## config.mk

```make
export PLATFORM = sky130hd
export DESIGN_NAME = id_exe_pipe_reg
export DESIGN_NICKNAME = d
export VERILOG_FILES = /design/src/rtl/id_exe_pipe_reg.sv
export SDC_FILE = /design/constraint.sdc
export NUM_CORES = 1
export LEC_CHECK = 0
export ABC_CLOCK_PERIOD_IN_PS = 4850
export BUFFER_PORTS_ARGS = -buffer_cell sky130_fd_sc_hd__buf_2
export CORE_MARGIN = 3
export CORE_UTILIZATION = 49
export DETAILED_ROUTE_END_ITERATION = 16
export PLACE_DENSITY = 0.86
export SETUP_SLACK_MARGIN = 0.02
export SKIP_CTS_REPAIR_TIMING = 1
export SYNTH_ARGS = -nofsm -noshare
export SYNTH_HDL_FRONTEND = slang
export SYNTH_SLANG_ARGS = --single-unit
```

## constraint.sdc

```tcl
create_clock -name clk -period 4.85 [get_ports clk]
set_clock_uncertainty 0.05 [all_clocks]
set_input_delay 0.485 -clock clk [delete_from_list [all_inputs] [get_ports clk]]
set_output_delay 0.485 -clock clk [all_outputs]
set_load 0.03 [all_outputs]
```

## src/rtl/id_exe_pipe_reg.sv

```systemverilog
`default_nettype none
// ============================================================================
// Module      : id_exe_pipe_reg
// Description : ID/EXE pipeline register for the 5-stage MIPS core, with
//               flush/stall handling, an integrated load-use hazard detector
//               and a saturating bubble counter for performance monitoring.
// Revision    : 1.0 - initial release
// ============================================================================
module id_exe_pipe_reg #(
  parameter int DATA_W = 32,
  parameter int REG_AW = 5,
  parameter int ALUC_W = 4,
  parameter int BCNT_W = 16
) (
  input  logic              clk,
  input  logic              rst,
  input  logic              in_valid,
  input  logic              wreg,
  input  logic              m2reg,
  input  logic              wmem,
  input  logic              aluimm,
  input  logic [ALUC_W-1:0] aluc,
  input  logic [REG_AW-1:0] rs,
  input  logic [REG_AW-1:0] rt,
  input  logic              uses_rs,
  input  logic              uses_rt,
  input  logic [REG_AW-1:0] mux,
  input  logic [DATA_W-1:0] regOutA,
  input  logic [DATA_W-1:0] regOutB,
  input  logic [DATA_W-1:0] extended,
  input  logic              flush,
  input  logic              ext_stall,
  output logic              evalid,
  output logic              ewreg,
  output logic              em2reg,
  output logic              ewmem,
  output logic              ealuimm,
  output logic [ALUC_W-1:0] ealuc,
  output logic [REG_AW-1:0] emux,
  output logic [DATA_W-1:0] eRegOutA,
  output logic [DATA_W-1:0] eRegOutB,
  output logic [DATA_W-1:0] eExtended,
  output logic              load_use_stall,
  output logic [BCNT_W-1:0] bubble_count
);

  localparam logic [REG_AW-1:0] C_REG_ZERO = '0;
  localparam logic [BCNT_W-1:0] C_CNT_MAX  = '1;

  logic w_rs_match;
  logic w_rt_match;
  logic w_hazard;
  logic w_bubble;

  // Load-use detection: a valid load in EXE whose destination (never $0)
  // is read by the valid instruction currently in ID.
  always_comb begin
    w_rs_match     = uses_rs && (rs == emux);
    w_rt_match     = uses_rt && (rt == emux);
    w_hazard       = in_valid && evalid && em2reg && ewreg &&
                     (emux != C_REG_ZERO) && (w_rs_match || w_rt_match);
    // A flush squashes the ID instruction too, so no upstream freeze is needed.
    load_use_stall = w_hazard && !flush;
    // A bubble is written on flush, or on a hazard when not held downstream.
    w_bubble       = flush || (w_hazard && !ext_stall);
  end

  // Pipeline register: rst > flush > ext_stall > hazard > load.
  always_ff @(posedge clk) begin
    if (rst) begin
      evalid    <= 1'b0;
      ewreg     <= 1'b0;
      em2reg    <= 1'b0;
      ewmem     <= 1'b0;
      ealuimm   <= 1'b0;
      ealuc     <= '0;
      emux      <= '0;
      eRegOutA  <= '0;
      eRegOutB  <= '0;
      eExtended <= '0;
    end else if (w_bubble) begin
      // Bubble: kill the control fields, leave the data fields untouched.
      evalid    <= 1'b0;
      ewreg     <= 1'b0;
      em2reg    <= 1'b0;
      ewmem     <= 1'b0;
      ealuimm   <= 1'b0;
      ealuc     <= '0;
      emux      <= '0;
    end else if (!ext_stall) begin
      evalid    <= in_valid;
      ewreg     <= wreg;
      em2reg    <= m2reg;
      ewmem     <= wmem;
      ealuimm   <= aluimm;
      ealuc     <= aluc;
      emux      <= mux;
      eRegOutA  <= regOutA;
      eRegOutB  <= regOutB;
      eExtended <= extended;
    end
  end

  // Saturating count of written bubbles; only reset clears it.
  always_ff @(posedge clk) begin
    if (rst) begin
      bubble_count <= '0;
    end else if (w_bubble && (bubble_count != C_CNT_MAX)) begin
      bubble_count <= bubble_count + 1'b1;
    end
  end

endmodule
`default_nettype wire
```

==> PnR_summary.wiki, run 1 <==
{| class="wikitable"
! Metric !! Value
|-
| Final slew viol count || 0
|-
| Total routed wirelength || 13,300 µm
|-
| Horizontal extent of the die || 106 µm
|-
| Syn_area_per_cell || 10.2 µm²
|-
| Synthesized netlist cell count || 479
|-
| WL/cell || 15.4 µm
|-
| F_max || 358 MHz
|-
| Worst min-delay path category || in2reg
|-
| Flip-flop and latch count after synthesis || 126
|-
| Min-Delay Path Depth || 3
|-
| Endpoint of the worst-slack reg-to-reg timing path || emux[2]
|-
| Area added between synthesis and finish || 37.3%
|-
| Top fanout value on the critical path || 33
|-
| Via density per instance || 5.07
|-
| Root cell of the clock tree || sky130_fd_sc_hd__clkbuf_8
|-
| Insertion delay of the later-clocked pin in the worst-skew pair || 500 ps
|-
| Hold-critical path endpoint || eExtended[2]
|-
| Worst Min Path Start || extended[2]
|-
| Pwr per Cell Area || 388 mW/mm²
|-
| Worst path arrival time || 3160 ps
|-
| Count of unresolved DRC violations after routing || 0
|-
| Vias in the first global route || 4,259
|-
| Critical path data required time || 5220 ps
|-
| Number of nets still failing antenna checks after routing || 0
|-
| # diodes || 0
|-
| Outcome || finished clean
|-
| Static Leak || 0.00323 µW
|-
| Slowest stage cell on the critical path || sky130_fd_sc_hd__a31oi_2
|-
| Wire length of the first global-routing pass || 20,400 µm
|-
| Core Area || 0.00946 mm²
|-
| Detailed Routing Iterations Pass 1 || 4
|-
| Kind of critical path || reg2reg
|-
| Max stage delay on crit path || 1010 ps
|-
| Area of the mapped netlist || 0.00488 mm²
|-
| Number of design-rule violations left by the first detailed-router iteration || 255
|-
| Final clock period utilization by the worst path || 0.576
|-
| Worst path cell trace || xnor2_1, nand4_1, o22ai_2, a31oi_2, nand2b_1, nor2_1
|-
| Overall track demand over capacity in global routing || 0.226
|-
| Detailed Place HPWL || 9830 µm
|-
| Input/output buffers || 252
|-
| Largest net degree at the start of global routing || 96
|-
| Count of nets after finishing || 845
|-
| Launching element type of the critical path || flop
|-
| Max-slew headroom at the worst pin || 0.172
|-
| Reg-to-reg setup timing slack || 2060 ps
|-
| Clock buffer count from CTS || 17
|-
| R2R cell count || 6
|-
| Minimum clock period || 2790 ps
|-
| Proportion of synthesized chip area in sequential cells || 0.517
|-
| Post-route worst setup slack || 2060 ps
|-
| Global route total overflow || 0
|-
| Antenna violations before repair || 0
|-
| Placed standard-cell area || 0.00614 mm²
|-
| Final count of negative-setup-slack endpoints || 0
|-
| Full die area || 0.0112 mm²
|-
| MaxCap Viol Count || 0
|-
| Setup slack at placement || 1950 ps
|-
| Net count after synthesis || 606
|-
| Maximum clock insertion buffer count || 2
|-
| Count of vias placed by the detailed router || 4,360
|-
| Weighted congestion at the end of routability-driven global placement || 0.830
|-
| Kind of cell adding the most delay to the critical path || compound AO/OA/AOI/OAI gates
|-
| Initial cell density of the core || 0.515
|-
| Crit end category || flop
|-
| Warning count from the yosys run || 0
|-
| Buffering stage count on the worst path with inverters included || 0
|-
| Die boundary height || 106 µm
|-
| Reg-to-reg critical path startpoint || emux[2]
|-
| TritonCTS clock tree || done
|-
| Row cnt || 35
|-
| Netlist cell types || 28
|-
| I/O pin count || 253
|-
| H-tree depth reported by CTS || 4
|-
| Post-route design area || 0.00670 mm²
|-
| Share of cells above drive strength 1 || 0.397
|-
| VDD IR-drop max || 0.266 mV
|-
| Clock transition at the registers of the reported paths || 60 ps
|-
| Transition at the pin with the smallest max-transition slack || 1240 ps
|-
| Setup repair after global routing missed its margin || no
|-
| Setup TNS || 0 ps
|-
| Count of final hold-check violations || 0
|-
| Number of sinks on the clock net || 126
|}
per-stage QoR:
stage                     hold WS, ps  instances   util  total power (µW)
after floorplan                   560        479      -              1330
after detailed placement          426        828  0.650              1450
final                             169        860  0.708              2590
after global routing              156        860  0.708              2690
after CTS                         143        860  0.708              2620
after global placement            418        828  0.650              1440
worst max path at each step:
stage	startpoint	cells past startpoint	endpoint	slack [ps]
3_3_place_gp	rs[4]	7	ealuc[3]	2130
4_1_cts	emux[2]	6	emux[2]	2050
5_1_grt	emux[4]	6	ealuc[0]	1710
6_report	emux[2]	6	emux[2]	2060
3_5_place_dp	rs[4]	7	emux[2]	1950
2_1_floorplan	emux[1]	5	load_use_stall	2790
layer usage:
metal | vias up | GRT usage | wire [µm]
li1 | 2133 | - | -
met2 | 201 | 0.391 | 6650
met1 | 2008 | 0.261 | 5290
met3 | 18 | 0.0772 | 1130
met4 | 0 | 0.0805 | 218
met5 | - | 0 | 0
cells in the final DEF, fill, tap and decap left out, types with 2 or more instances in the layout:
cell type,instances
sky130_fd_sc_hd__o31ai_1,13
sky130_fd_sc_hd__nand2_1,8
sky130_fd_sc_hd__nand4_1,8
sky130_fd_sc_hd__nand3_1,5
sky130_fd_sc_hd__nor2_1,113
sky130_fd_sc_hd__inv_1,2
sky130_fd_sc_hd__or3_1,2
sky130_fd_sc_hd__or4_1,13
sky130_fd_sc_hd__and3_1,3
sky130_fd_sc_hd__clkbuf_16,16
sky130_fd_sc_hd__buf_2,251
sky130_fd_sc_hd__clkinv_2,3
sky130_fd_sc_hd__a21oi_1,17
sky130_fd_sc_hd__inv_6,5
sky130_fd_sc_hd__and4_1,2
sky130_fd_sc_hd__dfxtp_1,126
sky130_fd_sc_hd__clkinvlp_4,2
sky130_fd_sc_hd__xnor2_1,10
sky130_fd_sc_hd__o21ai_0,3
sky130_fd_sc_hd__clkinv_4,2
sky130_fd_sc_hd__mux2i_1,110
sky130_fd_sc_hd__buf_4,3
sequential cells by signal (all words and copies together) (netlist names):
signal and flops:
eExtended 32, eRegOutA 32, eRegOutB 32, bubble_count 16, emux 5, ealuc 4, ealuimm 1, em2reg 1
evalid 1, ewmem 1, ewreg 1
layout make-up:
class | count | area (µm²)
multi-input cells | 316 | 2150
flip-flops and latches | 126 | 2520
well taps | 129 | 161
repair buffers | 255 | 1300
clock inverters | 14 | 133
fillers | 700 | 2760
inverters | 2 | 7.51
clock buffers | 18 | 418
synthesized netlist by cell type (all sizes together):
library cell  count  area [µm²]
nand4             8        50.1
or3               2        12.5
nand2b            1        6.26
nand2             8        30.0
xnor2            10        87.6
nand3             5        25.0
o22ai             1        12.5
mux2i           110        1100
and4              2        17.5
nor2            113         424
dfxtp           126        2520
o31ai            13        97.6
and3              3        18.8
or4              13        97.6
a211oi            1        7.51
buf              18         140
or3b              1        8.76
inv               2        7.51
o21ai             3        15.0
ha                1        12.5
and2              2        15.0
nor3              1        5.00
a31oi             1        12.5
clkbuf           17        63.8
a21oi            17        85.1
cell families (layout without fill, tap and decap cells):
group | count (synthesis) | count (layout) | share of synthesized area
AO/OA/AOI/OAI | 36 | 36 | 0.0472
XOR/XNOR | 10 | 10 | 0.0180
adder cells (fa/ha/maj) | 1 | 1 | 0.00257
buffers and inverters | 37 | 289 | 0.0434
flip-flops | 126 | 126 | 0.517
multiplexers | 110 | 110 | 0.226
AND/OR/NAND/NOR | 159 | 159 | 0.146
worst min-delay path, cell delays in order:
cell	delay, ps
sky130_fd_sc_hd__buf_2	80
sky130_fd_sc_hd__mux2i_1	50
sky130_fd_sc_hd__nor2_1	70
where the power goes:
group / total, µW / switching (µW) / internal (µW)
Sequential: 1100 / 25.0 / 1080
Combinational: 322 / 199 / 123
Clock: 1170 / 479 / 689
Total: 2590 / 702 / 1890
Note: power is estimated with default switching activity, not from simulation.
==> run 2, diff against run 1 <==
--- a/config.mk
+++ b/config.mk
@@ -5,12 +5,12 @@
 export SDC_FILE = /design/constraint.sdc
 export NUM_CORES = 1
 export LEC_CHECK = 0
-export ABC_CLOCK_PERIOD_IN_PS = 4850
+export ABC_CLOCK_PERIOD_IN_PS = 2650
 export BUFFER_PORTS_ARGS = -buffer_cell sky130_fd_sc_hd__buf_2
 export CORE_MARGIN = 3
-export CORE_UTILIZATION = 49
+export CORE_UTILIZATION = 45
 export DETAILED_ROUTE_END_ITERATION = 16
-export PLACE_DENSITY = 0.86
+export PLACE_DENSITY = 0.8
 export SETUP_SLACK_MARGIN = 0.02
 export SKIP_CTS_REPAIR_TIMING = 1
 export SYNTH_ARGS = -nofsm -noshare
==> constraint.sdc (replaced) <==
create_clock -name clk -period 2.65 [get_ports clk]
set_clock_uncertainty 0.05 [all_clocks]
set_input_delay 0.265 -clock clk [delete_from_list [all_inputs] [get_ports clk]]
set_output_delay 0.265 -clock clk [all_outputs]
set_load 0.03 [all_outputs]
==> run 2 against run 1 <==
  * The run now ends with hold timing left
  * Critical path depth did not move
  * Sequential share of layout area is 5.4 points lower
  * First-iteration DRC count increased by 15%
  * Wire length is 26% higher
  * Combinational power increased by 130%
  * Highest routed layer unchanged
==> PnR_summary.wiki, run 2 (synthesis gave the netlist of run 1 again) <==
{| class="wikitable"
! Metric !! Value
|-
| Outcome || finished, violations left
|-
| Violated checks || hold timing
|-
| Net switching fraction of the power || 0.269
|-
| TritonCTS clock tree || done
|-
| Transition at the pin with the smallest max-transition slack || 724 ps
|-
| Multi-input combinational cell area || 0.00216 mm²
|-
| H-tree depth reported by CTS || 4
|-
| Post-route worst setup slack || 373 ps
|-
| Static Leak || 0.00369 µW
|-
| Overall track demand over capacity in global routing || 0.194
|-
| Detailed Routing Iterations Pass 1 || 4
|-
| Full die area || 0.0121 mm²
|-
| Minimum clock period || 2280 ps
|-
| Detailed Place HPWL || 9550 µm
|-
| Kind of cell adding the most delay to the critical path || simple AND/OR/NAND/NOR gates
|-
| Top fanout value on the critical path || 33
|-
| Weighted congestion at the end of routability-driven global placement || 0.811
|-
| Power after layout || 5010 µW
|-
| Launching element type of the critical path || flop
|-
| Most frequent cells in the layout || sky130_fd_sc_hd__buf_2, sky130_fd_sc_hd__dfxtp_1, sky130_fd_sc_hd__nor2_1
|-
| Global route total overflow || 0
|-
| Part of the power in combinational logic || 0.149
|-
| VDD IR-drop max || 0.402 mV
|-
| Total routed wirelength || 16,800 µm
|-
| F_max || 439 MHz
|-
| Count of unresolved DRC violations after routing || 0
|-
| Share of cells above drive strength 1 || 0.353
|-
| Via density per instance || 5.09
|-
| Initial cell density of the core || 0.468
|-
| Maximum clock insertion buffer count || 2
|-
| Root cell of the clock tree || sky130_fd_sc_hd__clkbuf_8
|-
| Number of filler cells placed in the layout || 652
|-
| Buffering stage count on the worst path with inverters included || 0
|-
| Switching power total || 1350 µW
|-
| WL/cell || 17.3 µm
|-
| Count of final hold-check violations || 3
|-
| Final slew viol count || 0
|-
| Insertion delay of the later-clocked pin in the worst-skew pair || 490 ps
|-
| Footprint of the flip-flops and latches || 0.00252 mm²
|-
| Input/output buffers || 252
|-
| Core Area || 0.0104 mm²
|-
| Row cnt || 37
|-
| Clock transition at the registers of the reported paths || 60 ps
|-
| Clock buffer count from CTS || 17
|-
| Number of stages on the worst setup path || 6
|-
| I/O pin count || 253
|-
| Internal Power || 3660 µW
|-
| Vias in the first global route || 4,018
|-
| Kind of critical path || reg2reg
|-
| Worst path arrival time || 2640 ps
|-
| Pwr per Cell Area || 640 mW/mm²
|-
| Crit end category || flop
|-
| Final clock period utilization by the worst path || 0.859
|-
| Critical path data required time || 3010 ps
|-
| Biggest regs || eExtended x32, eRegOutA x32, eRegOutB x32
|-
| Area added between synthesis and finish || 60.4%
|-
| Die boundary height || 110 µm
|-
| Number of sinks on the clock net || 126
|-
| Final count of negative-setup-slack endpoints || 0
|-
| Worst min-delay path category || in2reg
|-
| Count of vias placed by the detailed router || 4,945
|-
| Min-Delay Path Depth || 3
|-
| Worst hold-check slack || -26.2 ps
|-
| Number of nets still failing antenna checks after routing || 0
|-
| Max stage delay on crit path || 630 ps
|-
| Wire length of the first global-routing pass || 18,600 µm
|-
| Most frequent standard cell in the layout excluding fill and tap cells || sky130_fd_sc_hd__buf_2
|-
| Setup slack at placement || -24.9 ps
|-
| # diodes || 0
|-
| Flop pwr share || 0.405
|-
| Antenna violations before repair || 0
|-
| Slowest stage cell on the critical path || sky130_fd_sc_hd__a31oi_4
|-
| R2R cell count || 6
|-
| Worst path cell trace || xnor2_1, nand4_1, o22ai_2, a31oi_4, nand2b_1, nor2_1
|-
| Number of design-rule violations left by the first detailed-router iteration || 292
|-
| Setup repair after global routing missed its margin || no
|-
| MaxCap Viol Count || 0
|-
| Largest net degree at the start of global routing || 67
|-
| Count of nets after finishing || 951
|-
| Horizontal extent of the die || 110 µm
|-
| Clock power share || 0.447
|-
| Max-slew headroom at the worst pin || 0.517
|-
| End-of-flow core utilization || 0.751
|}
-- run 2: layer usage --
layer | track usage | vias to the layer above | share of wire
met4 | 0.0651 | 0 | 0.035
met1 | 0.222 | 2309 | 0.37
met3 | 0.0716 | 53 | 0.075
li1 | - | 2347 | -
met5 | 0 | - | 0
met2 | 0.333 | 236 | 0.52
-- run 2: power groups by stage --
stage	Clock, µW	Combinational, µW	Sequential [µW]
6_report	2240	745	2030
5_1_grt	2370	792	2030
4_1_cts	2270	601	2020
3_5_place_dp	0	599	2060
3_3_place_gp	0	585	2050
2_1_floorplan	0	224	2220
-- run 2: layout make-up --
type / count / area share
flip-flops and latches: 126 / 0.322
multi-input cells: 316 / 0.277
inverters: 2 / 0.000960
well taps: 136 / 0.0218
clock inverters: 14 / 0.0205
repair buffers: 361 / 0.305
clock buffers: 17 / 0.0529
-- run 2: worst register-to-register path, cell delays in order (launching register included) --
cell	delay (ps)
sky130_fd_sc_hd__dfxtp_1	440
sky130_fd_sc_hd__xnor2_1	110
sky130_fd_sc_hd__nand4_1	120
sky130_fd_sc_hd__o22ai_2	140
sky130_fd_sc_hd__a31oi_4	630
sky130_fd_sc_hd__nand2b_1	490
sky130_fd_sc_hd__nor2_1	230
-- run 2: stage by stage --
step	instances	area [µm²]	TNS [ps]	hold slack [ps]
finish	972	7820	0	-26.2
floorplan	479	4880	0	359
detailed placement	840	6230	-164	425
global placement	840	6230	0	417
global route	972	7820	0	-34.0
CTS	871	6800	-399	-76.4
-- run 2: final timing paths --
| path | end | from | slack (ps) |
|---|---|---|---|
| worst max-delay path | ewreg | emux[4] | 370 |
| worst min-delay path | eRegOutB[19] | regOutB[19] | -30 |
| worst max register to register | ewreg | emux[4] | 370 |
| worst min register to register | bubble_count[9] | bubble_count[9] | 440 |
